### src/rtl/fx_rob_tag_alloc_if.sv
// rtl/fx_rob_tag_alloc_if.sv - request/grant bundle for the ROB tag allocator
interface fx_rob_tag_alloc_if #(
  parameter int ROBEntryWidth = 7
);
  logic                     enable_i;
  logic                     alloc_i;
  logic [1:0]               numInst_i;
  logic                     retire_i;
  logic [1:0]               retireNum_i;
  logic                     flush_i;

  logic                     allocValid_o;
  logic [1:0]               numInst_o;
  logic [ROBEntryWidth-1:0] inst1RobId_o;
  logic [ROBEntryWidth-1:0] inst2RobId_o;
  logic [ROBEntryWidth-1:0] inst3RobId_o;
  logic [ROBEntryWidth-1:0] inst4RobId_o;
  logic                     stall_o;
  logic                     retireErr_o;
  logic [ROBEntryWidth:0]   freeCount_o;
  logic                     full_o;
  logic                     empty_o;

  // Upstream pipeline side: issues requests, consumes grants
  modport master (
    output enable_i, alloc_i, numInst_i, retire_i, retireNum_i, flush_i,
    input  allocValid_o, numInst_o, inst1RobId_o, inst2RobId_o,
           inst3RobId_o, inst4RobId_o, stall_o, retireErr_o,
           freeCount_o, full_o, empty_o
  );

  // Allocator side
  modport slave (
    input  enable_i, alloc_i, numInst_i, retire_i, retireNum_i, flush_i,
    output allocValid_o, numInst_o, inst1RobId_o, inst2RobId_o,
           inst3RobId_o, inst4RobId_o, stall_o, retireErr_o,
           freeCount_o, full_o, empty_o
  );
endinterface

### src/rtl/fx_rob_tag_alloc.sv
// rtl/fx_rob_tag_alloc.sv - circular ROB tag allocator, up to four tags per cycle
module fx_rob_tag_alloc #(
  parameter int ROBEntryWidth = 7
) (
  input  logic               clock_i,
  input  logic               reset_i,
  fx_rob_tag_alloc_if.slave  rob_if
);
  localparam int W  = ROBEntryWidth;
  localparam int CW = ROBEntryWidth + 1;
  localparam logic [CW-1:0] NUM_ENTRIES = {1'b1, {W{1'b0}}};

  logic [W-1:0]  head_q, head_d;
  logic [W-1:0]  tail_q, tail_d;
  logic [CW-1:0] count_q, count_d;
  logic          alloc_valid_q, alloc_valid_d;
  logic [1:0]    num_inst_q, num_inst_d;
  logic [W-1:0]  tag_q [4];
  logic [W-1:0]  tag_d [4];
  logic          stall_q, stall_d;
  logic          retire_err_q, retire_err_d;

  logic [CW-1:0] req_n;
  logic [CW-1:0] ret_n;
  logic [CW-1:0] free_cnt;
  logic          alloc_req, alloc_ok;
  logic          ret_req, ret_ok;

  // Request decode; space is judged on the start-of-cycle count only
  always_comb begin
    req_n     = CW'(rob_if.numInst_i) + CW'(1);
    ret_n     = CW'(rob_if.retireNum_i) + CW'(1);
    free_cnt  = NUM_ENTRIES - count_q;
    alloc_req = rob_if.enable_i && rob_if.alloc_i && !rob_if.flush_i;
    alloc_ok  = alloc_req && (free_cnt >= req_n);
    ret_req   = rob_if.enable_i && rob_if.retire_i;
    ret_ok    = ret_req && (ret_n <= count_q);
  end

  // Next-state: retire moves head, allocate moves tail, flush collapses tail onto the new head
  always_comb begin
    head_d        = head_q;
    tail_d        = tail_q;
    count_d       = count_q;
    alloc_valid_d = alloc_ok;
    stall_d       = alloc_req && !alloc_ok;
    retire_err_d  = ret_req && !ret_ok;
    num_inst_d    = num_inst_q;
    for (int i = 0; i < 4; i++) begin
      tag_d[i] = tag_q[i];
    end

    if (ret_ok) begin
      head_d = head_q + ret_n[W-1:0];
    end

    if (rob_if.flush_i) begin
      tail_d  = head_d;
      count_d = '0;
    end else begin
      count_d = count_q + (alloc_ok ? req_n : '0) - (ret_ok ? ret_n : '0);
      if (alloc_ok) begin
        tail_d     = tail_q + req_n[W-1:0];
        num_inst_d = rob_if.numInst_i;
        for (int i = 0; i < 4; i++) begin
          tag_d[i] = (2'(i) <= rob_if.numInst_i) ? tail_q + W'(i) : '0;
        end
      end
    end
  end

  // State and output registers, cleared asynchronously
  always_ff @(posedge clock_i or negedge reset_i) begin
    if (!reset_i) begin
      head_q        <= '0;
      tail_q        <= '0;
      count_q       <= '0;
      alloc_valid_q <= 1'b0;
      num_inst_q    <= '0;
      stall_q       <= 1'b0;
      retire_err_q  <= 1'b0;
      for (int i = 0; i < 4; i++) begin
        tag_q[i] <= '0;
      end
    end else begin
      head_q        <= head_d;
      tail_q        <= tail_d;
      count_q       <= count_d;
      alloc_valid_q <= alloc_valid_d;
      num_inst_q    <= num_inst_d;
      stall_q       <= stall_d;
      retire_err_q  <= retire_err_d;
      for (int i = 0; i < 4; i++) begin
        tag_q[i] <= tag_d[i];
      end
    end
  end

  assign rob_if.allocValid_o = alloc_valid_q;
  assign rob_if.numInst_o    = num_inst_q;
  assign rob_if.inst1RobId_o = tag_q[0];
  assign rob_if.inst2RobId_o = tag_q[1];
  assign rob_if.inst3RobId_o = tag_q[2];
  assign rob_if.inst4RobId_o = tag_q[3];
  assign rob_if.stall_o      = stall_q;
  assign rob_if.retireErr_o  = retire_err_q;
  assign rob_if.freeCount_o  = free_cnt;
  assign rob_if.full_o       = (count_q == NUM_ENTRIES);
  assign rob_if.empty_o      = (count_q == '0);
endmodule
### src/flat_wrapper.sv
// flat-port wrapper written by rule: the top's interface ports become plain ports
module fx_rob_tag_alloc_flat 
#(
  parameter int ROBEntryWidth = 7
)
  (clock_i, reset_i, rob_if_enable_i, rob_if_alloc_i, rob_if_numInst_i, rob_if_retire_i, rob_if_retireNum_i, rob_if_flush_i, rob_if_allocValid_o, rob_if_numInst_o, rob_if_inst1RobId_o, rob_if_inst2RobId_o, rob_if_inst3RobId_o, rob_if_inst4RobId_o, rob_if_stall_o, rob_if_retireErr_o, rob_if_freeCount_o, rob_if_full_o, rob_if_empty_o);
  fx_rob_tag_alloc_if #(.ROBEntryWidth(ROBEntryWidth)) rob_if_i ();
  input  logic clock_i;
  input  logic reset_i;
  input wire logic [$bits(rob_if_i.enable_i)-1:0] rob_if_enable_i;
  input wire logic [$bits(rob_if_i.alloc_i)-1:0] rob_if_alloc_i;
  input wire logic [$bits(rob_if_i.numInst_i)-1:0] rob_if_numInst_i;
  input wire logic [$bits(rob_if_i.retire_i)-1:0] rob_if_retire_i;
  input wire logic [$bits(rob_if_i.retireNum_i)-1:0] rob_if_retireNum_i;
  input wire logic [$bits(rob_if_i.flush_i)-1:0] rob_if_flush_i;
  output wire logic [$bits(rob_if_i.allocValid_o)-1:0] rob_if_allocValid_o;
  output wire logic [$bits(rob_if_i.numInst_o)-1:0] rob_if_numInst_o;
  output wire logic [$bits(rob_if_i.inst1RobId_o)-1:0] rob_if_inst1RobId_o;
  output wire logic [$bits(rob_if_i.inst2RobId_o)-1:0] rob_if_inst2RobId_o;
  output wire logic [$bits(rob_if_i.inst3RobId_o)-1:0] rob_if_inst3RobId_o;
  output wire logic [$bits(rob_if_i.inst4RobId_o)-1:0] rob_if_inst4RobId_o;
  output wire logic [$bits(rob_if_i.stall_o)-1:0] rob_if_stall_o;
  output wire logic [$bits(rob_if_i.retireErr_o)-1:0] rob_if_retireErr_o;
  output wire logic [$bits(rob_if_i.freeCount_o)-1:0] rob_if_freeCount_o;
  output wire logic [$bits(rob_if_i.full_o)-1:0] rob_if_full_o;
  output wire logic [$bits(rob_if_i.empty_o)-1:0] rob_if_empty_o;
  assign rob_if_i.enable_i = rob_if_enable_i;
  assign rob_if_i.alloc_i = rob_if_alloc_i;
  assign rob_if_i.numInst_i = rob_if_numInst_i;
  assign rob_if_i.retire_i = rob_if_retire_i;
  assign rob_if_i.retireNum_i = rob_if_retireNum_i;
  assign rob_if_i.flush_i = rob_if_flush_i;
  assign rob_if_allocValid_o = rob_if_i.allocValid_o;
  assign rob_if_numInst_o = rob_if_i.numInst_o;
  assign rob_if_inst1RobId_o = rob_if_i.inst1RobId_o;
  assign rob_if_inst2RobId_o = rob_if_i.inst2RobId_o;
  assign rob_if_inst3RobId_o = rob_if_i.inst3RobId_o;
  assign rob_if_inst4RobId_o = rob_if_i.inst4RobId_o;
  assign rob_if_stall_o = rob_if_i.stall_o;
  assign rob_if_retireErr_o = rob_if_i.retireErr_o;
  assign rob_if_freeCount_o = rob_if_i.freeCount_o;
  assign rob_if_full_o = rob_if_i.full_o;
  assign rob_if_empty_o = rob_if_i.empty_o;
  fx_rob_tag_alloc #(.ROBEntryWidth(ROBEntryWidth)) u_core (.clock_i(clock_i), .reset_i(reset_i), .rob_if(rob_if_i));
endmodule
### config.mk
export PLATFORM = sky130hd
export DESIGN_NAME = fx_rob_tag_alloc_flat
export DESIGN_NICKNAME = d
export VERILOG_FILES = /design/src/rtl/fx_rob_tag_alloc_if.sv /design/src/rtl/fx_rob_tag_alloc.sv /design/src/flat_wrapper.sv
export SDC_FILE = /design/constraint.sdc
export NUM_CORES = 1
export LEC_CHECK = 0
export BUFFER_PORTS_ARGS = -buffer_cell sky130_fd_sc_hd__buf_4
export CAP_MARGIN = 20
export CORE_UTILIZATION = 33
export DETAILED_ROUTE_END_ITERATION = 12
export REMOVE_ABC_BUFFERS = 1
export SYNTH_ARGS = -nofsm -noshare
export SYNTH_HDL_FRONTEND = slang
export SYNTH_SLANG_ARGS = --single-unit
### constraint.sdc
create_clock -name clock_i -period 5.2 [get_ports clock_i]
set_input_delay 0.52 -clock clock_i [delete_from_list [all_inputs] [get_ports clock_i]]
set_output_delay 0.52 -clock clock_i [all_outputs]
set_load 0.05 [all_outputs]
**Yosys cells after proc, flatten, opt, wreduce, memory -nomap -nowiden**

Index checks and enable logic that the tools add are counted.

- Equality and inequality tests: 1
- Bitwise gates (word level): 1
- Add/subtract/negate cells: 10
- Mux-type cells: 10
- Order comparisons: 6
- Reduce and logical (&&, ||, !) cells: 13

Operator list:

| cell | count |
|---|---|
| 7-bit two-way mux | 7 |
| 8-bit two-way mux | 3 |
| 7-bit by 2-bit adder with 7-bit output, second input constant | 2 |
| 7-bit adder | 2 |
| 8-bit adder | 1 |
| 8-bit == test, second input constant | 1 |
| 8-bit >= comparator | 1 |
| 8-bit <= comparator | 1 |
| 8-bit logical NOT | 1 |
| 8-bit subtractor | 1 |
| 8-bit subtractor, first input constant | 1 |
| 7-bit by 1-bit adder with 7-bit output, second input constant | 1 |
| 1-bit logical AND | 7 |
| 2-bit by 1-bit adder with 3-bit output, second input constant | 2 |
| 1-bit by 2-bit <= comparator with 1-bit output, first input constant | 2 |
| 2-bit <= comparator, first input constant | 2 |
| 1-bit logical NOT | 3 |
| 2-bit AND reduction | 1 |
| 2-bit nonzero test | 1 |
| 1-bit inverter | 1 |

- Logic and storage cells: 52
- Register bits: 55
- Output and inout port bits: 43
- Input bits: 10

**Logic depth before layout (Yosys ltp)**

- Word-level depth: 7
- Gate-level depth with buffers: 18
- Mapped depth without buffers: 18

**Worst setup path before layout**

OpenSTA, ideal clock, no wires.

- Path kind: register to register
- Start point: register u_core.count_q[0]
- End point: register u_core.count_q[7]
- Arrival: 4.641 ns
- Path slack: 0.435 ns
- Cell stages (with the launch flop): 18
- Period minus slack after synthesis: 4.765 ns
- Buffers on the path: 0
- Required time: 5.075 ns
- Library setup time: 0.125 ns
- Cell sequence: dfrtp_1 -> inv_1 -> ha_1 -> xnor2_1 -> ha_1 -> a2111o_1 -> o21bai_4 -> inv_2 -> nand2_1 -> fa_1 -> inv_1 -> ha_1 -> a21o_1 -> a21o_1 -> a21oi_1 -> o21bai_1 -> o22ai_1 -> mux2_2

- Word-level cells in the longest chain between the ends: 7
- Elaborated cells between the ends (all ways): 10
- Classes of those cells: add/sub: 3; order compare: 2; mux: 3; reduce/logical: 2

RTL lines:

| item | line | RTL |
|---|---|---|
| start, declared | fx_rob_tag_alloc.sv:15 | `logic [CW-1:0] count_q, count_d;` |
| start signal, assigned | fx_rob_tag_alloc.sv:88 | `count_q <= count_d;` |
| 8-bit subtractor | fx_rob_tag_alloc.sv:33 | `free_cnt = NUM_ENTRIES - count_q;` |
| net rob_if_freeCount_o[2] | flat_wrapper.sv:24 | `output wire logic [$bits(rob_if_i.freeCount_o)-1:0] rob_if_freeCount_o;` |
| 8-bit >= comparator | fx_rob_tag_alloc.sv:35 | `alloc_ok = alloc_req && (free_cnt >= req_n);` |
| 1-bit logical AND | fx_rob_tag_alloc.sv:35 |  |
| net u_core.alloc_ok | fx_rob_tag_alloc.sv:26 | `logic alloc_req, alloc_ok;` |
| 8-bit two-way mux | fx_rob_tag_alloc.sv:61 | `count_d = count_q + (alloc_ok ? req_n : '0) - (ret_ok ? ret_n : '0);` |
| 8-bit adder | fx_rob_tag_alloc.sv:61 |  |
| 8-bit subtractor | fx_rob_tag_alloc.sv:61 |  |
| 8-bit two-way mux | fx_rob_tag_alloc.sv:57 | `if (rob_if.flush_i) begin` |
| net u_core.count_d[7] | fx_rob_tag_alloc.sv:15 |  |

The timed path passes the listed nets, and every way through them passes these cells.
A chain may end at the register's enable or synchronous reset.

**Worst setup path after layout**

- Start point: register u_core.count_q[0]
- End point: register u_core.count_q[6]

- Word-level cells in the longest chain between the ends: 7
- Elaborated cells between the ends (all ways): 10
- Classes of those cells: add/sub: 3; order compare: 2; mux: 3; reduce/logical: 2

RTL lines:

| item | line |
|---|---|
| 8-bit subtractor | fx_rob_tag_alloc.sv:33 |
| 8-bit >= comparator | fx_rob_tag_alloc.sv:35 |
| 1-bit logical AND | fx_rob_tag_alloc.sv:35 |
| 8-bit two-way mux | fx_rob_tag_alloc.sv:61 |
| 8-bit adder | fx_rob_tag_alloc.sv:61 |
| 8-bit subtractor (*) | fx_rob_tag_alloc.sv:61 |
| 8-bit two-way mux (*) | fx_rob_tag_alloc.sv:57 |
| net u_core.count_d[6] | fx_rob_tag_alloc.sv:15 |

Mark *: on every way through the listed nets, which the timed path passes. The rest lies on a longest branch.

==> flow_summary_export.csv <==
group,metric,value,unit
run_status,status,"finished, final reports clean",
yosys,synth-seq-cells,55,
yosys,synth_edf_count,0,
worst_setup_path,cp.required,5.40,ns
clock_network,path_clk_slew,0.10,ns
detailed_routing,drt-met1-wl,3.64,mm
cells_and_area,fin_util,40.5,%
floorplanning,start_util,34.2,%
worst_setup_path,crit_path_start,"u_core.count_q[0]$_DFF_PN0_",
worst_setup_path,worst_path_max_delay_cell,"dfrtp_1",
clock_network,cts-root-buf,"clkbuf_8",
clock_network,cts_tree,"built",
cells_and_area,fin_area,0.00400,mm2
detailed_routing,drtAntennaViolNets,0,
global_route,grt-ovfl-total,0,
worst_setup_path,crit_arrival,4.61,ns
clock_network,insertion_delay,0.31,ns
clock_network,ctsHoldBuffers,0,
global_route,grt_max_degree,63,
power,vdd_drop_max,0.000447,V
global_route,grt_pass1_vias,2482,
floorplanning,die_h,103,um
worst_setup_path,cp-end-kind,"flip-flop",
sta,fmax,0.227,GHz
yosys,syn_avg_cell_area,10.3,um2
sta,worstMarginPinSlew,0.726,ns
placement,gp_congestion,0.837,
detailed_routing,drc_errors,0,
clock_network,ctsResizeCount,0,
hold_path,hp-class,"input port to asynchronous set/reset pin",
sta,hold_viol,0,
yosys,synthCells,329,
cells_and_area,drive_gt1_share,20.5,%
detailed_routing,first_iter_violations,59,
yosys,yosys_warnings,0,
placement,port_buffers,52,
detailed_routing,met3_length,240,um
floorplanning,core,0.00986,mm2
worst_setup_path,max_stage_delay,0.54,ns
global_route,antenna_found_initial,0,
power,pwr_density_cell,661,mW/mm2
detailed_routing,vias,2422,
detailed_routing,wire_per_inst,14.4,um
yosys,yosysSeqAreaShare,40.8,%
clock_network,clk_path_buf_depth,2,
power,power,2.64,mW
power,p_leak,1.95,nW
sta,fin_ws,0.791,ns
worst_setup_path,path_class,"flip-flop to flip-flop",
worst_setup_path,reg2reg_to,"u_core.count_q[6]$_DFF_PN0_",
sta,fin_crit,4.41,ns
flow_run,max_cap_viol_count,0,
detailed_routing,routed-wl-met2,3.51,mm
placement,placed_cell_area,0.00388,mm2
global_route,grt_pass1_wl,12.3,mm
yosys,ys.flop_type,"dfrtp_1",
worst_setup_path,r2r_start,"u_core.count_q[0]$_DFF_PN0_",
yosys,netlist_area,0.00338,mm2
clock_network,cts_setup_buffers,0,
worst_setup_path,crit_fanout,62,
detailed_routing,drt_pre_antenna_iters,4,
sta,skew,0.00661,ns
worst_setup_path,r2r_slack,0.79,ns
detailed_routing,routed_wl,7.41,mm
yosys,ys_types,47,
worst_setup_path,endpoint,"u_core.count_q[6]$_DFF_PN0_",
detailed_routing,top_layer,"met4",
floorplanning,pin_count,53,
sta,rsz0062_at_grt,"false",
floorplanning,die_area,0.0106,mm2
cells_and_area,fin_nets,428,
clock_network,cts_made_buffers,5,
worst_setup_path,cpMostUsedCell,"ha_1",
sta,slew_viol_final,0,
sta,setup_violations,0,
cells_and_area,nFillCells,1008,
sta,period_share,84.8,%
floorplanning,chipWidth,103,um
worst_setup_path,cp-start-kind,"flip-flop",
worst_setup_path,rr_worst_depth,16,
worst_setup_path,cp_cell_sequence,"inv_1, ha_1, xnor2_1, ha_1, a2111o_1, o21bai_4, buf_4, nor2_1, ha_1, fa_1, a21o_1, a21oi_1, o21bai_1, a21oi_1, xnor2_1, nor2_1",
placement,dpl.hpwl,5.45,mm
floorplanning,rows,36,
cells_and_area,antennaDiodeCount,0,
yosys,async_flop_share,100,%
clock_network,htreeDepth,2,
clock_network,cts.sinks,55,
sta,max_slew_margin,51.6,%
global_route,track_usage,15.3,%
cells_and_area,area_growth,18.4,%
placement,post-place-ws,0.706,ns
detailed_routing,via_per_inst,4.72,
## critical path, delay by kind of cell (launching register included)
kind / cells / cell delay [ns]
XOR/XNOR: 2 / 0.42
AO/OA/AOI/OAI: 6 / 1.28
buffers and inverters: 2 / 0.66
adder cells (fa/ha/maj): 4 / 1.24
flip-flops: 1 / 0.54
AND/OR/NAND/NOR: 2 / 0.14
## synthesized netlist by cell type, types with 3 or more instances
cell type | count | area (um2)
nand2_1 | 38 | 143
buf_4 | 4 | 30.0
nand3_1 | 8 | 40.0
ha_1 | 34 | 425
dfrtp_1 | 55 | 1380
fa_1 | 5 | 100
and2_1 | 6 | 37.5
mux2_2 | 10 | 113
clkbuf_1 | 4 | 15.0
xnor2_1 | 20 | 175
a21oi_1 | 9 | 45.0
a21o_1 | 6 | 45.0
nor2b_1 | 5 | 31.3
o21ai_0 | 7 | 35.0
nor3_1 | 6 | 30.0
xor2_1 | 12 | 105
nor2_1 | 16 | 60.1
inv_1 | 24 | 90.1
nand2b_1 | 3 | 18.8
o21ai_1 | 3 | 15.0
o31ai_1 | 20 | 150
## flip-flops by register name, indices dropped and copies added, names as in the netlist
name	count
u_core.rob_if.numInst_o	2
u_core.rob_if.inst3RobId_o	7
u_core.rob_if.inst1RobId_o	7
u_core.rob_if.inst2RobId_o	7
u_core.rob_if.stall_o	1
u_core.count_q	8
u_core.head_q	7
u_core.rob_if.inst4RobId_o	7
u_core.tail_q	7
u_core.rob_if.retireErr_o	1
u_core.rob_if.allocValid_o	1
## layer usage
layer  global-route usage, %  vias up
met5                       0        -
met4                    2.28        0
met3                    2.78        2
met2                    26.2       46
met1                    20.6     1149
li1                        -     1225
## metrics by stage
step / hold WS (ns) / cells / setup TNS, ns
global route: 0.323 / 513 / 0
global placement: 0.461 / 505 / 0
floorplan: 0.224 / 317 / -1.17
CTS: 0.298 / 513 / 0
finish: 0.270 / 513 / 0
detailed placement: 0.465 / 505 / 0
## layout by cell type (no fill, tap or decap), drive strengths merged, types with 8 or more instances in the layout
master   n
o31ai   20
mux2    11
nand3    8
xnor2   20
dfrtp   55
nand2   38
o21ai   10
nor2    16
ha      34
xor2    12
inv     26
a21oi    9
buf     55
## power breakdown
part           internal [mW]  leakage [nW]  total (mW)  switching [mW]
Clock                  0.146        0.0558       0.292           0.146
Combinational          0.599          1.18        1.59           0.995
Sequential             0.582         0.714       0.755           0.173
## worst min-delay path by stage
stage	end	slack (ns)	from
6_report	u_core.head_q[4]$_DFF_PN0_	0.27	reset_i
5_1_grt	u_core.rob_if.inst2RobId_o[4]$_DFFE_PN0P_	0.32	reset_i
4_1_cts	u_core.count_q[1]$_DFF_PN0_	0.30	reset_i
3_5_place_dp	u_core.head_q[6]$_DFF_PN0_	0.46	u_core.head_q[6]$_DFF_PN0_
3_3_place_gp	u_core.rob_if.inst4RobId_o[0]$_DFFE_PN0P_	0.46	u_core.rob_if.inst4RobId_o[0]$_DFFE_PN0P_
2_1_floorplan	u_core.count_q[0]$_DFF_PN0_	0.22	reset_i
## logic make-up (layout without fill, tap and decap cells)
kind of cell               Yosys count  count (layout)  synth area share [%]
muxes                               12              12                  3.97
AOI/OAI and AO/OA                   59              59                  12.6
xor gates and xnor gates            32              32                  8.30
buffers and inverters               39              90                  5.08
adders and majority gates           39              39                  15.6
and+or+nand+nor                     93              93                  13.7
DFF                                 55              55                  40.8
## cell type report
| type | count | area, um2 | area share (%) |
|---|---|---|---|
| Timing Repair Buffer | 55 | 413 | 10.3 |
| Tap cell | 133 | 166 | 4.16 |
| Clock inverter | 2 | 38.8 | 0.971 |
| Multi-Input combinational cell | 235 | 1830 | 45.7 |
| Clock buffer | 6 | 72.6 | 1.82 |
| Sequential cell | 55 | 1380 | 34.4 |
| Inverter | 27 | 101 | 2.54 |
(Power assumes the default switching activity.)
